### config.mk
export PLATFORM = sky130hd
export DESIGN_NAME = divider_mem_dispatch
export DESIGN_NICKNAME = d
export VERILOG_FILES = /design/src/rtl/divider_mem_dispatch.sv
export SDC_FILE = /design/constraint.sdc
export NUM_CORES = 1
export LEC_CHECK = 0
export CAP_MARGIN = 10
export CELL_PAD_IN_SITES_DETAIL_PLACEMENT = 1
export CELL_PAD_IN_SITES_GLOBAL_PLACEMENT = 1
export CORE_AREA = 4 4 354 356
export DETAILED_ROUTE_END_ITERATION = 7
export DIE_AREA = 0 0 358 360
export PLACE_DENSITY_LB_ADDON = 0.1
export SKIP_LAST_GASP = 1
export SYNTH_ARGS = -nofsm -noshare
export SYNTH_HDL_FRONTEND = slang
export SYNTH_SLANG_ARGS = --single-unit
### constraint.sdc
create_clock -name clk -period 3.1 [get_ports clk]
set_input_delay 0.465 -clock clk [delete_from_list [all_inputs] [get_ports clk]]
set_output_delay 0.465 -clock clk [all_outputs]
set_load 0.005 [all_outputs]
### src/rtl/divider_mem_dispatch.sv
// divider_mem_dispatch: takes one batch of CDF operands from a scratch-memory
// read, fans them out to LANES divider units with a start pulse, collects each
// lane's quotient as it finishes (any order), then writes the results back as
// LINES consecutive scratch-memory lines separated by WT_GAP idle cycles.
//
// Ports:
//   clk, reset           clock, synchronous active-low reset
//   enable               allows a new batch to be accepted
//   rd_data_rdy, rd_data scratch-memory read strobe and operands (lane i at [i*DATA_W +: DATA_W])
//   rd_ready             combinational: block can accept a batch
//   cdfval_todiv         latched operands presented to the dividers
//   div_start            one-cycle start pulse per lane
//   div_done, div_value  per-lane done (pulse or level) and quotient
//   sc_mem_wt_valid/line/data  line write strobe, line index, line data
//   batch_done           one-cycle pulse after the last line write
module divider_mem_dispatch #(
  parameter int unsigned DATA_W = 32,
  parameter int unsigned LANES  = 8,
  parameter int unsigned LINE_W = 128,
  parameter int unsigned WT_GAP = 2,
  localparam int unsigned BATCH_W    = LANES * DATA_W,
  localparam int unsigned LINES      = BATCH_W / LINE_W,
  localparam int unsigned LINE_IDX_W = (LINES > 1) ? $clog2(LINES) : 1
) (
  input  logic                  clk,
  input  logic                  reset,
  input  logic                  enable,
  input  logic                  rd_data_rdy,
  input  logic [BATCH_W-1:0]    rd_data,
  output logic                  rd_ready,
  output logic [BATCH_W-1:0]    cdfval_todiv,
  output logic [LANES-1:0]      div_start,
  input  logic [LANES-1:0]      div_done,
  input  logic [BATCH_W-1:0]    div_value,
  output logic                  sc_mem_wt_valid,
  output logic [LINE_IDX_W-1:0] sc_mem_wt_line,
  output logic [LINE_W-1:0]     sc_mem_wt_data,
  output logic                  batch_done
);

  localparam int unsigned GAP_CNT_W = 4;
  localparam logic [LINE_IDX_W-1:0] LAST_LINE = LINE_IDX_W'(LINES - 1);
  localparam logic [GAP_CNT_W-1:0]  GAP_LAST  = GAP_CNT_W'((WT_GAP > 0) ? WT_GAP - 1 : 0);

  typedef enum logic [1:0] {IDLE, WAIT_DIV, WRITE, GAP} state_t;

  state_t                  state_q, state_d;
  logic [LINE_IDX_W-1:0]   line_q, line_d;
  logic [GAP_CNT_W-1:0]    gap_q, gap_d;

  logic [LANES-1:0]        done_mask, done_mask_d;
  logic [BATCH_W-1:0]      result_q, result_d;
  logic [BATCH_W-1:0]      cdfval_d;
  logic [LANES-1:0]        div_start_d;
  logic                    wt_valid_d;
  logic [LINE_IDX_W-1:0]   wt_line_d;
  logic [LINE_W-1:0]       wt_data_d;
  logic                    batch_done_d;

  logic                    accept;
  logic [LANES-1:0]        capture;
  logic [LANES-1:0]        mask_merged;
  logic [31:0]             wr_base;

  assign rd_ready = enable & reset & (state_q == IDLE);
  assign accept   = rd_ready & rd_data_rdy;

  // div_start doubles as the start-cycle marker: dones seen then are stale
  assign capture     = (state_q == WAIT_DIV && div_start == '0) ? (div_done & ~done_mask) : '0;
  assign mask_merged = done_mask | capture;

  // FSM state and counter register
  always_ff @(posedge clk) begin
    if (!reset) begin
      state_q <= IDLE;
      line_q  <= '0;
      gap_q   <= '0;
    end else begin
      state_q <= state_d;
      line_q  <= line_d;
      gap_q   <= gap_d;
    end
  end

  // Next-state and counter logic
  always_comb begin
    state_d = state_q;
    line_d  = line_q;
    gap_d   = gap_q;
    case (state_q)
      IDLE: begin
        if (accept) state_d = WAIT_DIV;
      end
      WAIT_DIV: begin
        if (div_start == '0 && (&mask_merged)) begin
          state_d = WRITE;
          line_d  = '0;
        end
      end
      WRITE: begin
        if (line_q == LAST_LINE) begin
          state_d = IDLE;
        end else begin
          line_d = line_q + LINE_IDX_W'(1);
          if (WT_GAP > 0) begin
            state_d = GAP;
            gap_d   = '0;
          end else begin
            state_d = WRITE;
          end
        end
      end
      GAP: begin
        if (gap_q == GAP_LAST) state_d = WRITE;
        else                   gap_d   = gap_q + GAP_CNT_W'(1);
      end
      default: state_d = IDLE;
    endcase
  end

  // Next values of the datapath and registered outputs
  always_comb begin
    cdfval_d     = accept ? rd_data : cdfval_todiv;
    div_start_d  = accept ? {LANES{1'b1}} : '0;
    done_mask_d  = accept ? '0 : mask_merged;
    result_d     = result_q;
    for (int i = 0; i < LANES; i++) begin
      if (capture[i]) result_d[i*DATA_W +: DATA_W] = div_value[i*DATA_W +: DATA_W];
    end
    // Write data comes from result_d so a value captured on the final done
    // edge lands in the very first line write.
    wt_valid_d   = (state_d == WRITE);
    wr_base      = 32'(line_d) * 32'(LINE_W);
    wt_line_d    = wt_valid_d ? line_d : '0;
    wt_data_d    = wt_valid_d ? result_d[wr_base +: LINE_W] : '0;
    batch_done_d = (state_q == WRITE) && (line_q == LAST_LINE);
  end

  // Datapath and output registers
  always_ff @(posedge clk) begin
    if (!reset) begin
      cdfval_todiv    <= '0;
      div_start       <= '0;
      done_mask       <= '0;
      result_q        <= '0;
      sc_mem_wt_valid <= 1'b0;
      sc_mem_wt_line  <= '0;
      sc_mem_wt_data  <= '0;
      batch_done      <= 1'b0;
    end else begin
      cdfval_todiv    <= cdfval_d;
      div_start       <= div_start_d;
      done_mask       <= done_mask_d;
      result_q        <= result_d;
      sc_mem_wt_valid <= wt_valid_d;
      sc_mem_wt_line  <= wt_line_d;
      sc_mem_wt_data  <= wt_data_d;
      batch_done      <= batch_done_d;
    end
  end

endmodule
# After elaboration in Yosys (flattened, before gate mapping)
# Cells that the tools add are included.
# Widths: inputs -> output; s select.
[totals] word_cells=59 ff_bits=666 out_inout_bits=396
[classes] muxes=21 n_reduce_logical=10 n_eq_ne=7 shifts=1 bitwise=7 n_addsub=2
[ops] cell="$mux 32" n=8
[ops] cell="$shiftx 256x9->128" n=1
[ops] cell="$mux 8" n=2
[ops] cell="$and 8x8->8" n=1
[ops] cell="$logic_not 8->1" n=1
[ops] cell="$mux 2" n=4
[ops] cell="$mux 4" n=2
[ops] cell="$not 8->8" n=1
[ops] cell="$or 8x8->8" n=1
[ops] cell="$pmux 2 s4" n=1
[ops] cell="$pmux 4 s2" n=1
[ops] cell="$reduce_and 8->1" n=1
[ops] cell="$eq 2x2->1 const B" n=3
[ops] cell="$add 4x1->4 const B" n=1
[ops] cell="$eq 4x1->1 const B" n=1
[ops] cell="$ne 2x2->1 const B" n=2
[ops] cell="$and 1x1->1" n=3
[ops] cell="$logic_and 1x1->1" n=3
[ops] cell="$reduce_and 3->1" n=1
[ops] cell="$eq 2x1->1 const B" n=1
[ops] cell="$logic_not 2->1" n=1
[ops] cell="$mux 1" n=2
[ops] cell="$pmux 1 s2" n=1
[ops] cell="$reduce_and 2->1" n=1
[ops] cell="4 further kinds" n=4

# Longest topological paths before layout
[depth] ltp_word=10 ltp_mapped=10 depth_no_buf=8

# Least setup slack after synthesis
# No wires, ideal clock.
[synth_path] path_type="register to register" from="register state_q[1]" to="register sc_mem_wt_data[10]" period_less_slack_ns=2.221 required_time_ns=2.958 setup_ns=0.142 stages_incl_launch_ff=11 setup_slack_ns=0.879 arrival_time_ns=2.079 path_cell_list="dfxtp_1 inv_1 ha_1 buf_4 nand3b_1 a22o_1 o41a_1 nand2_1 buf_2 buf_2 a221oi_1"
[synth_via] elab_chain_cells=10 word_cells_on_any_way=22
[synth_lines] element="from (decl)" line_no="47" rtl="state_t state_q, state_d;"
[synth_lines] element="from (signal assigned)" line_no="79" rtl="state_q <= state_d;"
[synth_lines] element="branches (longest 10 deep; another with $shiftx 256x9->128)"
[synth_lines] element="to (signal assigned)" line_no="157" rtl="sc_mem_wt_data <= wt_data_d;"
[synth_lines] element="to (decl)" line_no="37" rtl="output logic [LINE_W-1:0] sc_mem_wt_data,"
# Several ways; the timed one is not identified.
# A chain may end at the register's enable or synchronous reset.

# Worst setup path in the final report
# Ends and elaborated chain as after synthesis.

==> results.sh <==
export IMPL_outcome="finished, final reports clean"
export IMPL_hold_end="state_q[1]"
export IMPL_synth_area_per_cell_um2=9.969
export IMPL_dp_hpwl_mm=84.83
export IMPL_dieHeight_um=360
export IMPL_synth_seq_area_share=0.5292
export IMPL_synthFlopType="dfxtp_1"
export IMPL_die_area_um2=128900
export IMPL_setup_tns_ns=0
export IMPL_drt_pass1_iter_count=4
export IMPL_io_pins=920
export IMPL_crit_arrival_ns=3.36
export IMPL_area_growth_pct=55.74
export IMPL_start_util=0.2048
export IMPL_p_per_area_nw_per_um2=688.6
export IMPL_setup_viol=0
export IMPL_r2r_start="state_q[1]"
export IMPL_antenna_found_initial=54
export IMPL_layout_commonest_cell="clkdlybuf4s50_1"
export IMPL_grt_first_pass_wirelength_mm=165.0
export IMPL_rsz0062_at_grt="no"
export IMPL_cts_htree_levels=3
export IMPL_ctsResizeCount=0
export IMPL_rows=128
export IMPL_hp_class="input pin to flop"
export IMPL_worstHoldStart="reset"
export IMPL_hold_buffers=0
export IMPL_synthDistinctLibCells=45
export IMPL_cp_start_kind="flop"
export IMPL_nNetsFinal=3885
export IMPL_clock_latency_ns=0.64
export IMPL_design_area_um2=38830
export IMPL_cts_root_buf="clkbuf_16"
export IMPL_placed_area_um2=36050
export IMPL_slew_violations=0
export IMPL_whs_path_depth=3
export IMPL_drive_above_1_share=0.09011
export IMPL_crit_path_end_kind="flop"
export IMPL_ys_top_cells_by_area="dfxtp_1, mux2i_1, nand2_1"
export IMPL_first_iter_violations=731
export IMPL_slowest_stage="buf_4"
export IMPL_hold_viol=0
export IMPL_syn_inst=2501
export IMPL_postRouteWirelength_mm=114.9
export IMPL_path_class="flop to flop"
export IMPL_worst_slew_pin_slew_ns=1.201
export IMPL_cap_viol_max_count=0
export IMPL_synth_edf_count=0
export IMPL_cts_tree="done"
export IMPL_worstPathRequired_ns=3.57
export IMPL_cp_max_fo=41
export IMPL_synth_seq_cells=659
export IMPL_synth_warnings=0
export IMPL_async_flop_share=0
export IMPL_holdWs_ns=0.2733
export IMPL_slowest_delay_ns=0.60
export IMPL_core_area_um2=121700
export IMPL_crit_top_cell="buf_4"
export IMPL_grt_max_degree=216
export IMPL_period_share=0.9304
export IMPL_r2r_end="sc_mem_wt_data[10]"
export IMPL_gp_congestion=0.8086
export IMPL_relSlewSlack=0.1993
export IMPL_drc=0
export IMPL_cts_buffer_depth=3
export IMPL_syn_nets=3032
export IMPL_syn_area_um2=24930
export IMPL_r2r_slack_ns=0.22
export IMPL_track_usage=0.1717
export IMPL_via_per_inst=4.234
export IMPL_cts_setup_buffers=0
export IMPL_synth_top_area_share=0.5292
export IMPL_post_route_min_period_ns=2.884
export IMPL_worst_clock_skew_ns=0.01662
export IMPL_total_power_mw=26.74
export IMPL_grt_pass1_vias=23477
export IMPL_most_common_layout_cells="clkdlybuf4s50_1, dfxtp_1, nand2_1"
export IMPL_dieWidth_um=358
export IMPL_clk_pin_slew_ns=0.06
export IMPL_via_count=21430
export IMPL_overflow=0
export IMPL_leakagePower_nw=13.67
export IMPL_synth_top_area_cell="dfxtp_1"
export IMPL_cts_buffers=83
export IMPL_vdd_drop_max_v=0.0003792
export IMPL_fmax_mhz=346.7
export IMPL_cp_cell_sequence="inv_1 > ha_1 > buf_4 > and3b_1 > o22ai_1 > nor4_4 > o21ai_4 > buf_4 > a221oi_1"
export IMPL_cts_sinks=659
export IMPL_wire_per_inst_um=22.70
export IMPL_reg2reg_depth=9
export IMPL_port_buffers=919
export IMPL_detail_route_antenna_nets=0
## layer usage
metal / GRT usage / vias to the layer above / part of all wire
met5: 0 / - / 0.0016
met4: 0.04447 / 26 / 0.022
met3: 0.07271 / 184 / 0.094
met2: 0.3155 / 680 / 0.51
met1: 0.1784 / 10421 / 0.37
li1: - / 10119 / -
## worst max-delay path, delay by kind of cell, from the launching register on
kind	cells	cell delay [ns]
simple gates	2	0.29
flops	1	0.41
compound gates	3	0.73
fa+ha+maj	1	0.30
buf+inv	3	0.94
## cell usage after synthesis, types with 2 or more instances
cell      instances
buf_6            10
nor2_1           17
buf_2            42
o22ai_1           2
buf_4            22
mux2i_1         257
ha_1              7
a221oi_1         19
nor2b_1         263
a221oi_2        109
and3b_1           5
a21oi_1          10
inv_1             7
dfxtp_1         659
o21ai_0           5
nand3_1         196
or3_1             2
clkbuf_1        123
a21boi_0         62
nand3b_1          2
and2_1          129
and3_1            2
nand2_1         520
buf_1            10
## cells by family after synthesis
family | count (synthesis) | share of synthesized area
flops | 659 | 0.5292
mux | 258 | 0.1036
buf+inv | 215 | 0.04080
xor+xnor | 1 | 0.0003514
simple gates | 1143 | 0.2244
fa+ha+maj | 7 | 0.003513
compound gates | 218 | 0.09816
## where the power goes
part | total, mW | switching (mW) | internal, mW | leakage (nW)
Clock | 9.76 | 3.94 | 5.82 | 1.35
Combinational | 7.31 | 3.92 | 3.39 | 6.98
Sequential | 9.67 | 0.369 | 9.30 | 5.34
Total | 26.7 | 8.23 | 18.5 | 13.7
## metrics by stage
step | worst slack, ns | std cells | utilization
global route | 0.04058 | 5049 | 0.3187
global placement | 0.1957 | 4894 | 0.2962
CTS | 0.2151 | 5043 | 0.3186
finish | 0.2158 | 5062 | 0.3190
floorplan | 0.8793 | 2501 | -
detailed placement | 0.1631 | 4894 | 0.2962
## flip-flops by register name, indices dropped and copies added, names as in the netlist
| name | flops |
|---|---|
| result_q | 256 |
| line_q | 1 |
| sc_mem_wt_valid | 1 |
| div_start | 1 |
| sc_mem_wt_line | 1 |
| gap_q | 4 |
| state_q | 2 |
| batch_done | 1 |
| done_mask | 8 |
| cdfval_todiv | 256 |
| sc_mem_wt_data | 128 |
## how the worst max path moves through the flow
stage	endpoint	cells past startpoint	slack, ns	startpoint
2_1_floorplan	sc_mem_wt_data[10]	10	0.88	state_q[1]
3_3_place_gp	sc_mem_wt_data[6]	7	0.20	div_done[7]
4_1_cts	sc_mem_wt_data[1]	9	0.22	state_q[1]
3_5_place_dp	sc_mem_wt_data[1]	7	0.16	div_done[7]
5_1_grt	sc_mem_wt_data[10]	9	0.04	state_q[1]
6_report	sc_mem_wt_data[10]	9	0.22	state_q[1]
## final cells by class
class                   instances  area, um2
well taps                    1625       2033
multi-input cells            1627      10820
diodes                         19      47.55
repair buffers                975       9962
flip-flops and latches        659      13190
clock inverters                20      216.5
inverters                       8      37.54
clock buffers                 129       2514
fillers                     13712      82890
Note: power is estimated with default switching activity, not from simulation.
